===== config.mk =====
export PLATFORM = sky130hd
export DESIGN_NAME = frame_stream_sink
export DESIGN_NICKNAME = d
export VERILOG_FILES = /design/src/rtl/frame_stream_sink.sv
export SDC_FILE = /design/constraint.sdc
export NUM_CORES = 1
export LEC_CHECK = 0
export CAP_MARGIN = 20
export CORE_ASPECT_RATIO = 1.1
export CORE_MARGIN = 3
export CORE_UTILIZATION = 45
export CTS_BUF_LIST = sky130_fd_sc_hd__clkbuf_4 sky130_fd_sc_hd__clkbuf_8 sky130_fd_sc_hd__clkbuf_16
export CTS_CLUSTER_SIZE = 30
export DETAILED_ROUTE_END_ITERATION = 10
export HOLD_SLACK_MARGIN = 0.02
export PLACE_DENSITY = 0.77
export SLEW_MARGIN = 0
export SYNTH_ARGS = -nofsm -noshare
export SYNTH_HDL_FRONTEND = slang
export SYNTH_SLANG_ARGS = --single-unit

===== constraint.sdc =====
create_clock -name clk -period 8.61 [get_ports clk]
set_input_delay 1.722 -clock clk [delete_from_list [all_inputs] [get_ports clk]]
set_output_delay 1.722 -clock clk [all_outputs]
set_load 0.01 [all_outputs]

===== src/rtl/frame_stream_sink.sv =====
// frame_stream_sink
//   Consumer end of a raster pixel stream. Accepts valid/ready pixels carrying
//   start-of-frame (sof) and end-of-line (eol) markers, recovers the (x,y)
//   raster position and issues frame-buffer writes at address y*HMAX+x. The
//   marker positions are checked. A misplaced sof resynchronises the frame,
//   and framing errors are flagged.
//
//   Optional feature macro: FRAME_SINK_ERRCNT_EN
//     When defined, this adds a saturating 16-bit sync_err counter
//     (err_count) and a synchronous clear input (err_clr).
//
// Ports
//   clk, reset          clock; synchronous active-high reset
//   s_valid/s_ready     stream handshake; pixel accepted on s_valid && s_ready
//   s_data/s_sof/s_eol  pixel payload and frame/line markers
//   fb_we/fb_ready      write request (held until fb_ready) / write accept
//   fb_addr/fb_wdata    write address / data
//   hcount/vcount       raster position of the next expected pixel
//   frame_done          pulse with the write of the last pixel of a frame
//   sync_err            pulse with the write of a pixel that broke framing
//   err_count/err_clr   (FRAME_SINK_ERRCNT_EN only) error counter / clear

module frame_stream_sink #(
    parameter int HMAX         = 640,
    parameter int VMAX         = 480,
    parameter int COUNTER_BITS = 11,
    parameter int DATA_W       = 12,
    parameter int ADDR_W       = $clog2(HMAX * VMAX)
) (
    input  logic                    clk,
    input  logic                    reset,
    input  logic                    s_valid,
    output logic                    s_ready,
    input  logic [DATA_W-1:0]       s_data,
    input  logic                    s_sof,
    input  logic                    s_eol,
    output logic                    fb_we,
    input  logic                    fb_ready,
    output logic [ADDR_W-1:0]       fb_addr,
    output logic [DATA_W-1:0]       fb_wdata,
    output logic [COUNTER_BITS-1:0] hcount,
    output logic [COUNTER_BITS-1:0] vcount,
    output logic                    frame_done,
    output logic                    sync_err
`ifdef FRAME_SINK_ERRCNT_EN
    ,
    output logic [15:0]             err_count,
    input  logic                    err_clr
`endif
);

    localparam logic [COUNTER_BITS-1:0] H_LAST = COUNTER_BITS'(HMAX - 1);
    localparam logic [COUNTER_BITS-1:0] V_LAST = COUNTER_BITS'(VMAX - 1);

    typedef enum logic {
        WAIT_SOF,
        ACTIVE
    } state_t;

    state_t                  state_q, state_d;
    logic [COUNTER_BITS-1:0] hcount_q, hcount_d;
    logic [COUNTER_BITS-1:0] vcount_q, vcount_d;
    logic [ADDR_W-1:0]       addr_q, addr_d;        // address of next expected pixel
    logic                    fb_we_q, fb_we_d;
    logic [ADDR_W-1:0]       fb_addr_q, fb_addr_d;
    logic [DATA_W-1:0]       fb_wdata_q, fb_wdata_d;
    logic                    frame_done_q, frame_done_d;
    logic                    sync_err_q, sync_err_d;

    logic                    accept;
    logic                    resync;
    logic [COUNTER_BITS-1:0] cur_x, cur_y, nxt_x, nxt_y;
    logic [ADDR_W-1:0]       cur_a;
    logic                    x_last, y_last;

    // The single output register can take a new pixel whenever it is empty
    // or is being drained this cycle.
    assign s_ready = !fb_we_q || fb_ready;
    assign accept  = s_valid && s_ready;

    // Position of the pixel being accepted: sof always means (0,0)/addr 0.
    assign cur_x  = s_sof ? '0 : hcount_q;
    assign cur_y  = s_sof ? '0 : vcount_q;
    assign cur_a  = s_sof ? '0 : addr_q;
    assign x_last = (cur_x == H_LAST);
    assign y_last = (cur_y == V_LAST);
    assign nxt_x  = x_last ? '0 : cur_x + 1'b1;
    assign nxt_y  = x_last ? cur_y + 1'b1 : cur_y;

    // A sof anywhere but the expected (0,0) while in a frame is a resync.
    assign resync = s_sof && (state_q == ACTIVE) &&
                    ((hcount_q != '0) || (vcount_q != '0));

    always_comb begin
        state_d      = state_q;
        hcount_d     = hcount_q;
        vcount_d     = vcount_q;
        addr_d       = addr_q;
        fb_we_d      = fb_we_q;
        fb_addr_d    = fb_addr_q;
        fb_wdata_d   = fb_wdata_q;
        frame_done_d = 1'b0;
        sync_err_d   = 1'b0;

        if (fb_we_q && fb_ready) begin
            fb_we_d = 1'b0;
        end

        // Pixels accepted while waiting for sof are silently consumed.
        if (accept && (state_q == ACTIVE || s_sof)) begin
            fb_we_d    = 1'b1;
            fb_addr_d  = cur_a;
            fb_wdata_d = s_data;

            if (resync) begin
                // sof rule takes priority; eol is not checked on this pixel.
                sync_err_d = 1'b1;
                state_d    = ACTIVE;
                hcount_d   = nxt_x;
                vcount_d   = nxt_y;
                addr_d     = cur_a + 1'b1;
            end else if (s_eol != x_last) begin
                sync_err_d = 1'b1;
                state_d    = WAIT_SOF;
                hcount_d   = '0;
                vcount_d   = '0;
                addr_d     = '0;
            end else if (x_last && y_last) begin
                frame_done_d = 1'b1;
                state_d      = WAIT_SOF;
                hcount_d     = '0;
                vcount_d     = '0;
                addr_d       = '0;
            end else begin
                state_d  = ACTIVE;
                hcount_d = nxt_x;
                vcount_d = nxt_y;
                addr_d   = cur_a + 1'b1;
            end
        end
    end

    always_ff @(posedge clk) begin
        if (reset) begin
            state_q      <= WAIT_SOF;
            hcount_q     <= '0;
            vcount_q     <= '0;
            addr_q       <= '0;
            fb_we_q      <= 1'b0;
            fb_addr_q    <= '0;
            fb_wdata_q   <= '0;
            frame_done_q <= 1'b0;
            sync_err_q   <= 1'b0;
        end else begin
            state_q      <= state_d;
            hcount_q     <= hcount_d;
            vcount_q     <= vcount_d;
            addr_q       <= addr_d;
            fb_we_q      <= fb_we_d;
            fb_addr_q    <= fb_addr_d;
            fb_wdata_q   <= fb_wdata_d;
            frame_done_q <= frame_done_d;
            sync_err_q   <= sync_err_d;
        end
    end

    assign fb_we      = fb_we_q;
    assign fb_addr    = fb_addr_q;
    assign fb_wdata   = fb_wdata_q;
    assign hcount     = hcount_q;
    assign vcount     = vcount_q;
    assign frame_done = frame_done_q;
    assign sync_err   = sync_err_q;

`ifdef FRAME_SINK_ERRCNT_EN
    logic [15:0] err_count_q;

    // A clear that coincides with a new error leaves that error counted.
    always_ff @(posedge clk) begin
        if (reset) begin
            err_count_q <= '0;
        end else if (err_clr) begin
            err_count_q <= sync_err_d ? 16'd1 : 16'd0;
        end else if (sync_err_d && (err_count_q != '1)) begin
            err_count_q <= err_count_q + 16'd1;
        end
    end

    assign err_count = err_count_q;
`endif

endmodule


# Word-level counts from Yosys, hierarchy flattened
# Index checks and enable logic that the tools add are counted.
[classes]
add_sub_neg = 3
mul = 0
n_div = 0
magnitude_cmp = 0
eq_ne = 3
n_shift = 0
mux = 22
bitwise_logic = 1
reduce_logical = 15
[op_table]
columns = ["operator", "n"]
rows = [
  ["11-bit two-way mux", 10],
  ["19-bit two-way mux", 4],
  ["11-bit by 1-bit adder with 11-bit output (second input constant)", 2],
  ["11-bit nonzero test", 2],
  ["19-bit by 1-bit adder with 19-bit output (second input constant)", 1],
  ["11-bit by 10-bit equality test with 1-bit output (second input constant)", 1],
  ["11-bit by 9-bit equality test with 1-bit output (second input constant)", 1],
  ["1-bit two-way mux", 8],
  ["1-bit logical AND", 6],
  ["4-bit OR reduction", 1],
  ["1-bit logical OR", 3],
  ["2-bit nonzero test", 1],
  ["2-bit OR reduction", 1],
  ["1-bit zero test", 1],
  ["1-bit inequality test", 1],
  ["1-bit NOT", 1],
]
[word_totals]
regBits = 76
latchBits = 0
mem_bits_rw = 0
mem_bits_ro = 0
input_bits = 18
out_inout_bits = 57
elab_cells = 53
mem_count = 0

# Logic depth before layout (Yosys ltp)
# Gate-level depths: netlist (run 1).
[depth]
word_depth = 6
ltp_mapped = 12
ltp_nobuf = 8

# Least setup slack after synthesis (run 1)
# No wires, ideal clock.
[synth_path]
path_kind = "in2reg"
startpoint = "in s_sof"
endpoint = "reg vcount_q[5], in the netlist vcount[5]"
setup_time_ps = 58
arrival_time_ps = 4046
required_ps = 8552
path_slack_ps = 4506
stages = 11
n_path_buf = 3
path_cell_list = "buf_4 > clkbuf_1 > clkbuf_1 > nor2b_1 > ha_1 > and3_1 > and3_1 > and2_1 > or4_4 > a21oi_1 > o22a_1"
[synth_via]
elab_chain_len = 6
elab_cells_between_ends = 15
classes_between = "add/sub (1); eq/ne (3); mux (6); reduce/logical (5)"
[synth_lines]
columns = ["element", "line_no", "rtl"]
rows = [
  ["start, declared", "35", "input logic s_sof,"],
  ["11-bit two-way mux, on equally long branches", "83, 82", ""],
  ["11-bit by 1-bit adder with 11-bit output (tied with other cells)", "88", "assign nxt_y = x_last ? cur_y + 1'b1 : cur_y;"],
  ["11-bit two-way mux / 1-bit logical AND (equally long branches)", "88, 128", ""],
  ["11-bit two-way mux", "128", "end else if (x_last && y_last) begin"],
  ["11-bit two-way mux", "122", "end else if (s_eol != x_last) begin"],
  ["11-bit two-way mux", "115", "if (resync) begin"],
  ["end signal, assigned", "157", "vcount_q <= vcount_d;"],
  ["end, declared", "62", "logic [COUNTER_BITS-1:0] vcount_q, vcount_d;"],
]
# Parallel ways exist; a longest one is shown, timed or not.
# A chain may end at the register's enable or synchronous reset.

# Worst setup path after layout (run 1)
[layout_path]
startpoint = "in fb_ready"
endpoint = "out s_ready"
[layout_via]
elab_chain_len = 1
[layout_lines]
columns = ["element", "line_no", "rtl"]
rows = [
  ["start, declared", "38", "input logic fb_ready,"],
  ["1-bit logical OR", "78", "assign s_ready = !fb_we_q || fb_ready;"],
  ["end, declared", "33", "output logic s_ready,"],
]
# No other way between the ends.

==> results of run 1 <==
-- final timing paths --
| check | startpoint | slack (ps) | to |
|---|---|---|---|
| max reg2reg | hcount[0] | 5480 | vcount[4] |
| max | fb_ready | 3970 | s_ready |
| min reg2reg | fb_addr[14] | 450 | fb_addr[14] |
| min | fb_addr[14] | 450 | fb_addr[14] |
-- state kept, by name, summed over array words and instances, names as in the netlist --
name / cells
fb_wdata: 12
addr_q: 19
hcount: 11
state_q: 1
frame_done: 1
fb_we: 1
vcount: 11
fb_addr: 19
sync_err: 1
-- final cells by class --
type | count | area, um^2
Multi-Input combinational cell | 355 | 1973
Clock inverter | 6 | 71.32
Tap cell | 105 | 131.4
Clock buffer | 10 | 137.6
Timing Repair Buffer | 79 | 778.2
Fill cell | 716 | 3018
Sequential cell | 76 | 1521
Inverter | 13 | 48.80
-- cell usage after synthesis (2+ instances only) --
library cell	instances
a211o_1	3
a21o_1	2
a21oi_1	52
a22oi_1	2
a2bb2oi_1	2
a31oi_1	2
and2_1	7
and3_1	17
and3b_1	2
and4_1	6
buf_1	3
buf_2	4
buf_6	2
clkbuf_1	17
dfxtp_1	76
ha_1	3
inv_1	13
nand2_1	79
nand2b_1	3
nand3_1	33
nand4_1	4
nand4b_1	4
nor2_1	16
nor2b_1	15
nor3_1	15
nor3b_1	3
nor4_1	5
o211ai_1	3
o21ai_0	43
o221ai_1	2
o31ai_1	5
or2_2	2
or3_1	7
or4_1	4
-- through the flow --
step | std cells | total power, mW | setup slack (ps)
after floorplan | 471 | 0.4042 | 4506
after global placement | 628 | 0.4291 | 3828
after detailed placement | 628 | 0.4303 | 3713
after CTS | 644 | 0.7139 | 3959
after global routing | 644 | 0.7386 | 3753
final | 644 | 0.7100 | 3967
-- worst register-to-register path: stages, from the launching register on --
cell,delay [ps]
dfxtp_1,470
nor2b_1,250
ha_1,260
and4_1,300
and3_1,470
xor2_4,250
nor2_1,730
o221ai_1,200
o31ai_1,110
-- power groups by stage --
| stage | clock, mW | combinational (mW) | sequential, mW |
|---|---|---|---|
| after floorplan | 0 | 0.0355 | 0.369 |
| after global placement | 0 | 0.0617 | 0.367 |
| after detailed placement | 0 | 0.0628 | 0.367 |
| after CTS | 0.292 | 0.0631 | 0.359 |
| after global routing | 0.310 | 0.0687 | 0.360 |
| final | 0.288 | 0.0632 | 0.359 |
-- routing by layer --
metal | global-route usage | part of all wire
met2 | 0.3612 | 0.47
met5 | 0 | 0
met3 | 0.05601 | 0.075
met4 | 0.08229 | 0.026
met1 | 0.2745 | 0.43
-- logic make-up after synthesis --
group / Yosys count
buffers and inverters: 40
and+or+nand+nor: 226
adders and majority gates: 3
AOI/OAI and AO/OA: 122
DFF: 76
muxes: 1
xor gates and xnor gates: 3
==> impl_metrics.yaml, run 1 <==
worst_setup_path:
  path_cells: "clkdlybuf4s50_1, nand2b_1, clkdlybuf4s50_1"
  crit_family: "buffers and inverters"
  reg2reg_depth: 8
  critical_path.max_stage_delay_ps: 570
  path_max_fanout: 5
  crit_type: "in2out"
  start_kind: "input port"
  crit_buf_inv: 2
  worstSetupPathDepth: 3
  worst_ep_arrival_time_ps: 2920
  required_ps: 6890
  crit_top_cell: "clkdlybuf4s50_1"
  end_kind: "output pin"
  slowest_stage: "clkdlybuf4s50_1"
clocking:
  tritoncts: "built"
  cts_setup_buffers: 0
  cts_root_buffer: "clkbuf_8"
  cts.sinks: 76
  htree_levels: 3
  numCtsBuffers: 9
  clk_pin_slew_ps: 80
  clk_latency_ps: 360
  postCtsHoldBufs: 0
  ctsResizeCount: 0
  cts_max_path_buffers: 2
synth:
  synth-xor-area-share: 0.01432
  synth_compound_area_frac: 0.1893
  yosys.area_share.simple: 0.3213
  synthFlopType: "dfxtp_1"
  synthCells: 471
  async_flop_share: 0
  yosys.area.top_type: "dfxtp_1"
  synth_area_um2: 3669
  synth_top_family_by_area: "simple AND/OR/NAND/NOR gates"
  synth_edf_count: 0
  synthMuxAreaShare: 0.002729
  ys_ff_latch: 76
  syn_avg_cell_area_um2: 7.789
  syn-num-nets: 492
  synth_area_leaders: "dfxtp_1, nand2_1, a21oi_1"
  yosysWarnings: 0
  synth-seq-area-share: 0.4147
  synth_fa_ha_area_frac: 0.01023
  synth.top_cell.area_share: 0.4147
  ys_types: 49
timing:
  maxSlewViolCount: 0
  fin_crit_sh: 0.5393
  tns_ps: 0
  worst_slew_pin_slew_ps: 866.6
  report.final.setup_viol: 0
  max_freq_mhz: 215.4
  holdWs_ps: 450.9
  period_minus_slack_ps: 4643
  rsz0062_at_grt: "no"
  hold_viol: 0
  finalClockSkew_ps: 9.596
  maxSlewHeadroom: 0.4201
place:
  dpl_cell_area_um2: 4453
  place_hpwl_um: 7030
  gp_congestion: 0.8674
  port_buffers: 74
final_layout:
  drive_gt1_frac: 0.05380
  fin_area_um2: 4662
  final_cell_mix: "nand2_1, dfxtp_1, clkdlybuf4s50_1"
  nets: 555
  num_antenna_cells: 0
  final_common_cell: "nand2_1"
  final_util: 0.6070
  syn_to_final_growth_pct: 27.08
power_and_ir_drop:
  pwr-share-clk: 0.405
  p_seq_frac: 0.506
  p_int_uw: 525.0
  switching_share: 0.2606
  p_switching_uw: 185.0
  ir_drop_mv: 0.07367
  p_leak_nw: 1.597
  combPwrFrac: 0.089
  p_per_area_nw_per_um2: 152.3
routing:
  routed_wirelength_um: 10140
  drc: 0
  via_count: 3693
  detail-route-antenna-nets: 0
  dr.pass1.iters: 5
  routedWlPerCell_um: 15.74
  drt-initial-drc-count: 270
  viasPerCell: 5.734
min_path:
  hp-class: "reg2reg"
  min_delay_path_depth: 2
global_route:
  grt_usage: 0.2183
  antenna_found_initial: 0
  grt_start_max_net_pins: 49
  grt_pass1_vias: 3379
  gr-total-overflow: 0
  grt_first_pass_wirelength_um: 16460
job:
  max_cap_violations: 0
die:
  die_h_um: 100.7
  die_area_um2: 9273
  start_util: 0.4777
  coreArea_um2: 7680
  row_count: 33
  ios: 75
  die_x_um: 92.09
outcome:
  status: "complete, no violations"
Power figures use the tool's default switching activity.
==> run 2, diff against run 1 <==
==> constraint.sdc (replaced) <==
create_clock -name clk -period 4.7 [get_ports clk]
set_input_delay 0.94 -clock clk [delete_from_list [all_inputs] [get_ports clk]]
set_output_delay 0.94 -clock clk [all_outputs]
set_load 0.01 [all_outputs]
==> impl_metrics.yaml, run 2 (synthesis gave the netlist of run 1 again) <==
outcome:
  status: "complete, no violations"
global_route:
  gr-total-overflow: 0
  grt_start_max_net_pins: 44
  grt_usage: 0.2182
  grt_first_pass_wirelength_um: 16370
  grt_pass1_vias: 3406
  antenna_found_initial: 0
final_layout:
  fin_area_um2: 4700
  nets: 555
  syn_to_final_growth_pct: 28.10
  drive_gt1_frac: 0.05380
  final_cell_mix: "nand2_1, dfxtp_1, clkdlybuf4s50_1"
  num_antenna_cells: 0
  fin_cells: 644
  final_common_cell: "nand2_1"
worst_setup_path:
  crit_type: "in2reg"
  required_ps: 4980
  path_cells: "clkdlybuf4s50_1, nor2b_1, ha_1, and4_1, and3_1, xor2_4, nor2_1, a21oi_1, o21ai_0"
  end_kind: "register"
  worst_ep_arrival_time_ps: 4280
  path_max_fanout: 16
  slowest_stage: "clkdlybuf4s50_1"
  crit_family: "simple AND/OR/NAND/NOR gates"
  start_kind: "input port"
  critical_path.max_stage_delay_ps: 680
  crit_buf_inv: 1
clocking:
  clk_pin_slew_ps: 80
  numCtsBuffers: 9
  cts_max_path_buffers: 2
  ctsResizeCount: 0
  htree_levels: 3
  cts_setup_buffers: 0
  postCtsHoldBufs: 0
  cts_root_buffer: "clkbuf_8"
  tritoncts: "built"
  cts.sinks: 76
  clk_latency_ps: 360
routing:
  drt-initial-drc-count: 269
  routedWlPerCell_um: 15.62
  routed_wirelength_um: 10060
  dr.pass1.iters: 5
  detail-route-antenna-nets: 0
  viasPerCell: 5.792
  drc: 0
  via_count: 3730
die:
  die_area_um2: 9273
  row_count: 33
  die_x_um: 92.09
  die_h_um: 100.7
  ios: 75
  start_util: 0.4777
  coreArea_um2: 7680
place:
  placed_cells: 628
  port_buffers: 74
  dpl_cell_area_um2: 4453
  gp_congestion: 0.9159
  place_hpwl_um: 7007
min_path:
  hp-class: "reg2reg"
power_and_ir_drop:
  p_leak_nw: 1.614
  ir_drop_mv: 0.1486
  p_per_area_nw_per_um2: 294.8
timing:
  finalClockSkew_ps: 6.017
  maxSlewViolCount: 0
  report.final.setup_viol: 0
  tns_ps: 0
  maxSlewHeadroom: 0.4687
  worst_slew_pin_slew_ps: 794.0
  max_freq_mhz: 250.3
  rsz0062_at_grt: "no"
  period_minus_slack_ps: 3994
  hold_viol: 0
  fin_crit_sh: 0.8499
job:
  max_cap_violations: 0
-- run 2: cell types whose count changed in the layout (fill, tap and decap cells not counted), sizes merged --
cell,change
clkinv,-1
clkbuf,-1
bufinv,+2
-- run 2: area by class of cell --
class	count	area, um^2
multi-input cells	355	1973
clock inverters	7	122.6
well taps	105	131.4
fillers	691	2980
inverters	13	48.80
repair buffers	79	778.2
clock buffers	9	123.9
flip-flops and latches	76	1521
-- run 2: stage by stage --
step                power, mW  utilization  hold slack (ps)  setup WS [ps]
floorplan              0.7404            -            429.9           1378
global placement       0.7862       0.5798            439.9          605.9
detailed placement     0.7878       0.5798            444.8          449.1
CTS                     1.397       0.6119            456.7          802.3
global route            1.436       0.6119            474.1          502.3
finish                  1.385       0.6119            455.2          705.5
-- run 2: final timing paths --
check,startpoint,end,slack [ps],depth (start not counted)
worst min-delay path,fb_addr[12],fb_addr[12],460,2
worst max register to register,hcount[0],addr_q[13],1540,8
worst max-delay path,s_sof,addr_q[13],710,9
worst min register to register,fb_addr[12],fb_addr[12],460,2
-- run 2: layer usage --
metal / vias to the layer above / global-route usage / share of wire
met5: - / 0 / 0
met4: 0 / 0.09143 / 0.018
met3: 22 / 0.04929 / 0.078
met2: 170 / 0.3685 / 0.47
met1: 1728 / 0.2688 / 0.43
li1: 1810 / - / -
-- run 2: worst reg2reg max path, delay by kind of cell (launching register included) --
| kind | cells | cell delay (ps) |
|---|---|---|
| xor+xnor | 1 | 250 |
| simple gates | 4 | 1730 |
| flops | 1 | 490 |
| compound gates | 2 | 320 |
| fa+ha+maj | 1 | 290 |
-- run 2: power breakdown --
group	switching, mW	leakage [nW]	internal [mW]
clock network	0.256	0.116	0.356
logic	0.0699	0.884	0.0455
registers	0.00606	0.614	0.652
